[config.mk]
export PLATFORM = sky130hd
export DESIGN_NAME = keypad_encoder
export DESIGN_NICKNAME = d
export VERILOG_FILES = /design/src/rtl/keypad_encoder.sv
export SDC_FILE = /design/constraint.sdc
export NUM_CORES = 1
export LEC_CHECK = 0
export ABC_AREA = 1
export BUFFER_PORTS_ARGS = -buffer_cell sky130_fd_sc_hd__buf_4
export CAP_MARGIN = 20
export CORE_AREA = 2 2 58 60
export CTS_BUF_LIST = sky130_fd_sc_hd__clkbuf_4 sky130_fd_sc_hd__clkbuf_8
export DETAILED_ROUTE_END_ITERATION = 6
export DIE_AREA = 0 0 60 62
export HOLD_SLACK_MARGIN = 0.1
export PLACE_DENSITY = 0.82
export SYNTH_ARGS = -nofsm -noshare
export SYNTH_HDL_FRONTEND = slang
export SYNTH_SLANG_ARGS = --single-unit
[constraint.sdc]
create_clock -name CLK -period 2.7 [get_ports CLK]
set_clock_uncertainty 0.2 [all_clocks]
set_input_delay 0.81 -clock CLK [delete_from_list [all_inputs] [get_ports CLK]]
set_output_delay 0.81 -clock CLK [all_outputs]
set_load 0.02 [all_outputs]
[src/rtl/keypad_encoder.sv]
// Keypad front-end: synchronizes, debounces and binary-encodes eight push-buttons
// into an ITEM_CODE / single-cycle KEY_PRESS pair for the vending FSM.
module keypad_encoder #(
  parameter int unsigned DEBOUNCE_CYCLES = 4
) (
  input  logic       CLK,
  input  logic       RESET,
  input  logic [7:0] KEY_RAW,
  output logic [2:0] ITEM_CODE,
  output logic       KEY_PRESS,
  output logic       MULTI_KEY
);

  typedef enum logic [1:0] {
    IDLE,
    DEB_PRESS,
    HELD,
    DEB_REL
  } state_t;

  state_t     state, state_nx;
  logic [7:0] s1, key_s;
  logic [7:0] cnt, cnt_nx;
  logic [2:0] cand, cand_nx;
  logic [2:0] item_nx;
  logic       press_nx;

  logic       key_zero, key_onehot, key_multi;
  logic [2:0] key_enc;
  logic [7:0] cand_onehot;
  logic [8:0] cnt_inc;
  logic       cnt_done;

  always_ff @(posedge CLK) begin
    if (RESET) begin
      s1    <= '0;
      key_s <= '0;
    end else begin
      s1    <= KEY_RAW;
      key_s <= s1;
    end
  end

  // x & (x-1) clears the lowest set bit: zero result on a nonzero x means one-hot
  always_comb begin
    key_zero   = (key_s == '0);
    key_onehot = !key_zero && ((key_s & (key_s - 8'd1)) == '0);
    key_multi  = !key_zero && !key_onehot;
  end

  always_comb begin
    key_enc = '0;
    for (int unsigned i = 0; i < 8; i++) begin
      if (key_s[i]) key_enc = 3'(i);
    end
  end

  always_comb begin
    cand_onehot = 8'd1 << cand;
    cnt_inc     = {1'b0, cnt} + 9'd1;
    cnt_done    = (cnt_inc == 9'(DEBOUNCE_CYCLES));
  end

  always_comb begin
    state_nx = state;
    cnt_nx   = cnt;
    cand_nx  = cand;
    item_nx  = ITEM_CODE;
    press_nx = 1'b0;
    case (state)
      IDLE: begin
        if (key_onehot) begin
          cand_nx  = key_enc;
          cnt_nx   = 8'd1;
          state_nx = DEB_PRESS;
        end
      end
      DEB_PRESS: begin
        if (key_s == cand_onehot) begin
          if (cnt_done) begin
            press_nx = 1'b1;
            item_nx  = cand;
            cnt_nx   = '0;
            state_nx = HELD;
          end else begin
            cnt_nx = cnt_inc[7:0];
          end
        end else begin
          cnt_nx   = '0;
          state_nx = IDLE;
        end
      end
      HELD: begin
        if (key_zero) begin
          cnt_nx   = 8'd1;
          state_nx = DEB_REL;
        end
      end
      DEB_REL: begin
        if (key_zero) begin
          if (cnt_done) begin
            cnt_nx   = '0;
            state_nx = IDLE;
          end else begin
            cnt_nx = cnt_inc[7:0];
          end
        end else begin
          cnt_nx   = '0;
          state_nx = HELD;
        end
      end
      default: begin
        cnt_nx   = '0;
        state_nx = IDLE;
      end
    endcase
  end

  always_ff @(posedge CLK) begin
    if (RESET) begin
      state     <= IDLE;
      cnt       <= '0;
      cand      <= '0;
      ITEM_CODE <= '0;
      KEY_PRESS <= 1'b0;
      MULTI_KEY <= 1'b0;
    end else begin
      state     <= state_nx;
      cnt       <= cnt_nx;
      cand      <= cand_nx;
      ITEM_CODE <= item_nx;
      KEY_PRESS <= press_nx;
      MULTI_KEY <= key_multi;
    end
  end

endmodule

==> flow_summary.ini <==
[yosys]
synthTopCellsByArea = dfxtp_1, nand2_1, inv_1
synth-seq-cells = 34
syn_nets = 274
synth_warnings = 0
yosys.cell_types.count = 28
syn_area_um2 = 1764
syn_inst = 263
yosysTopAreaCell = dfxtp_1
ys_seq_area_share_pct = 38.58
synth_top_area_share_pct = 38.58
syn_area_per_cell_um2 = 6.708

[placement]
dp_hpwl_um = 2414
gp_congestion = 0.8780
dpl_cell_area_um2 = 1888
io_buffers = 14

[sta]
timing.final.crit_share_pct = 72.36
slew_viol_final = 0
fmax_mhz = 511.9
hold_viol = 0
holdWs_ns = 0.2034
tns_ns = 0
rsz0062_at_grt = false
relSlewSlack_pct = 68.66
setup_viol = 0
finalCriticalPeriod_ns = 1.954
tightestPinTransition_ns = 0.4695

[clock_tree]
clock_sinks = 34
root_buffer = clkbuf_4
path_clk_slew_ns = 0.11
cts_setup_buffers = 0
ctsResizeCount = 0
h-tree-depth = 2
postCtsHoldBufs = 0
clk_path_buf_depth = 2
cts_tree = built
cts_buffers = 5
clk-insertion-delay-late_ns = 0.34

[global_route]
grt-ovfl-total = 0
grt_max_degree = 21
grt_pass1_vias = 1265
grt_use_total_pct = 19.90
grt_antenna_before_repair = 0
grt_pass1_wl_um = 5457

[drt]
drt-total-wl_um = 3309
viasPerCell = 4.806
wl_per_cell_um = 10.18
antenna_left = 0
drt_iter0_drc = 58
vias = 1562
dr.pass1.iters = 4
drc_errors = 0

[power_and_ir_drop]
pwr-share-clk_pct = 38.8
power_frac_seq_pct = 46.7
power_density_nw_per_um2 = 611.6
power.share.switching_pct = 27.57
irDropWorstVdd_v = 0.0004758
power_frac_comb_pct = 14.6
p_int_mw = 0.8834
p_sw_mw = 0.3363
p_leak_nw = 0.9828

[critical_path]
crit_arrival_ns = 1.99
cp_slowest_cell = dfxtp_1
required_ns = 2.74
startpoint_type = flop
cp_cell_sequence = ha_1 -> nand2_1 -> nor2_2 -> nand2_1 -> nand2_1 -> inv_2 -> nor2_4 -> nand2_4 -> nor2_4 -> inv_2 -> nor2_1 -> nor2_1
critPathMaxFanout = 10
cpMostUsedCell = nand2_1
end_kind = flop
worst_path_largest_cell_delay_ns = 0.39
critPathKind = flop to flop

[min_path]
min_path_type = flop to flop

[floorplanning]
rows = 21
coreArea_um2 = 3179
fp.dieArea_um2 = 3720
die_width_um = 60
die_h_um = 62
initial_core_util_pct = 55.49
io_pins = 15

[finish]
design_area_um2 = 1994
drive_above_1_share_pct = 17.92
diodes = 0
final_util_pct = 62.73
area_delta_synth_final_pct = 13.05
final_nets = 289

[flow_run]
maxCapViolCount = 0

[status]
outcome = complete, no violations
[state kept, by name (all words and copies together) (netlist names)]
name	count
state	2
ITEM_CODE	3
cand	3
MULTI_KEY	1
s1	8
key_s	8
cnt	8
KEY_PRESS	1
[synth_stat cells]
cell	count
a21oi_1	7
a21oi_4	1
and2_1	1
buf_2	1
buf_4	2
buf_6	1
clkbuf_1	2
dfxtp_1	34
ha_1	1
inv_1	45
inv_2	6
inv_4	1
nand2_1	61
nand2_2	3
nand2_4	2
nand3_1	25
nand3_2	3
nand4_1	3
nor2_1	35
nor2_2	6
nor2_4	5
nor3_2	1
nor3b_1	1
o21ai_0	5
o21ai_1	8
o31ai_1	1
xnor2_1	1
xor2_1	1
[logic make-up (layout without fill, tap and decap cells)]
kind of cell,after synthesis,count (layout),share of synthesized area (%)
xor gates and xnor gates,2,2,0.9931
DFF,34,34,38.58
and+or+nand+nor,146,146,39.29
AOI/OAI and AO/OA,22,22,7.021
buffers and inverters,58,74,13.40
adders and majority gates,1,1,0.7091
[cells in the final DEF, fill, tap and decap left out]
cell and n:
xnor2_1 1, buf_4 14, nor3_2 1, nor3b_1 1, xor2_1 1, nand2_1 61
o31ai_1 1, o21ai_0 5, nand3_2 3, dfxtp_1 34, nor2_4 5, nand2_2 3
inv_4 1, a21oi_4 1, inv_1 45, o21ai_1 8, and2_1 1, nand4_1 3
nor2_2 6, clkinv_4 1, a21oi_1 7, clkbuf_4 5, inv_2 6, nand2_4 2
ha_1 1, bufinv_16 2, nand3_1 25, nor2_1 35
[critical path, delay by kind of cell, from the launching register on]
family | cells | cell delay (ns)
simple gates | 9 | 0.93
flops | 1 | 0.39
fa+ha+maj | 1 | 0.21
buf+inv | 2 | 0.11
[metal layers]
layer | up-vias | routed length (um) | share of wire (%) | track usage [%]
met2 | 42 | 1476 | 45 | 28.42
met1 | 688 | 1608 | 49 | 27.18
li1 | 828 | - | - | -
met3 | 4 | 181 | 5.5 | 5.590
met4 | 0 | 42 | 1.3 | 10.79
met5 | - | 0 | 0 | 0
[worst paths after layout]
kind                  startpoint                         to  slack (ns)  depth (start not counted)
min             s1[4]$_SDFF_PP0_        key_s[4]$_SDFF_PP0_        0.20                          2
max          cnt[0]$_SDFFE_PP0P_  ITEM_CODE[1]$_SDFFE_PP0P_        0.75                         12
min reg2reg     s1[4]$_SDFF_PP0_        key_s[4]$_SDFF_PP0_        0.20                          2
max reg2reg  cnt[0]$_SDFFE_PP0P_  ITEM_CODE[1]$_SDFFE_PP0P_        0.75                         12
[per-stage QoR]
stage	worst slack [ns]	cells	power (mW)
finish	0.7463	325	1.220
global route	0.5383	325	1.284
CTS	0.7568	325	1.227
detailed placement	0.7838	317	0.7554
global placement	0.8028	317	0.7518
floorplan	0.9512	263	0.7214
[layout make-up]
class	count	area, um^2
Sequential cell	34	680.7
Timing Repair Buffer	14	105.1
Clock inverter	3	68.82
Fill cell	294	1185
Clock buffer	5	37.54
Tap cell	46	57.56
Inverter	52	197.7
Multi-Input combinational cell	171	847.1
[power by group through the flow]
| stage | Sequential [mW] | Clock (mW) | Combinational [mW] |
|---|---|---|---|
| floorplan | 0.553 | 0 | 0.168 |
| global placement | 0.579 | 0 | 0.173 |
| detailed placement | 0.579 | 0 | 0.177 |
| CTS | 0.568 | 0.482 | 0.177 |
| global route | 0.573 | 0.507 | 0.203 |
| finish | 0.569 | 0.473 | 0.178 |
Power figures use the tool's default switching activity.
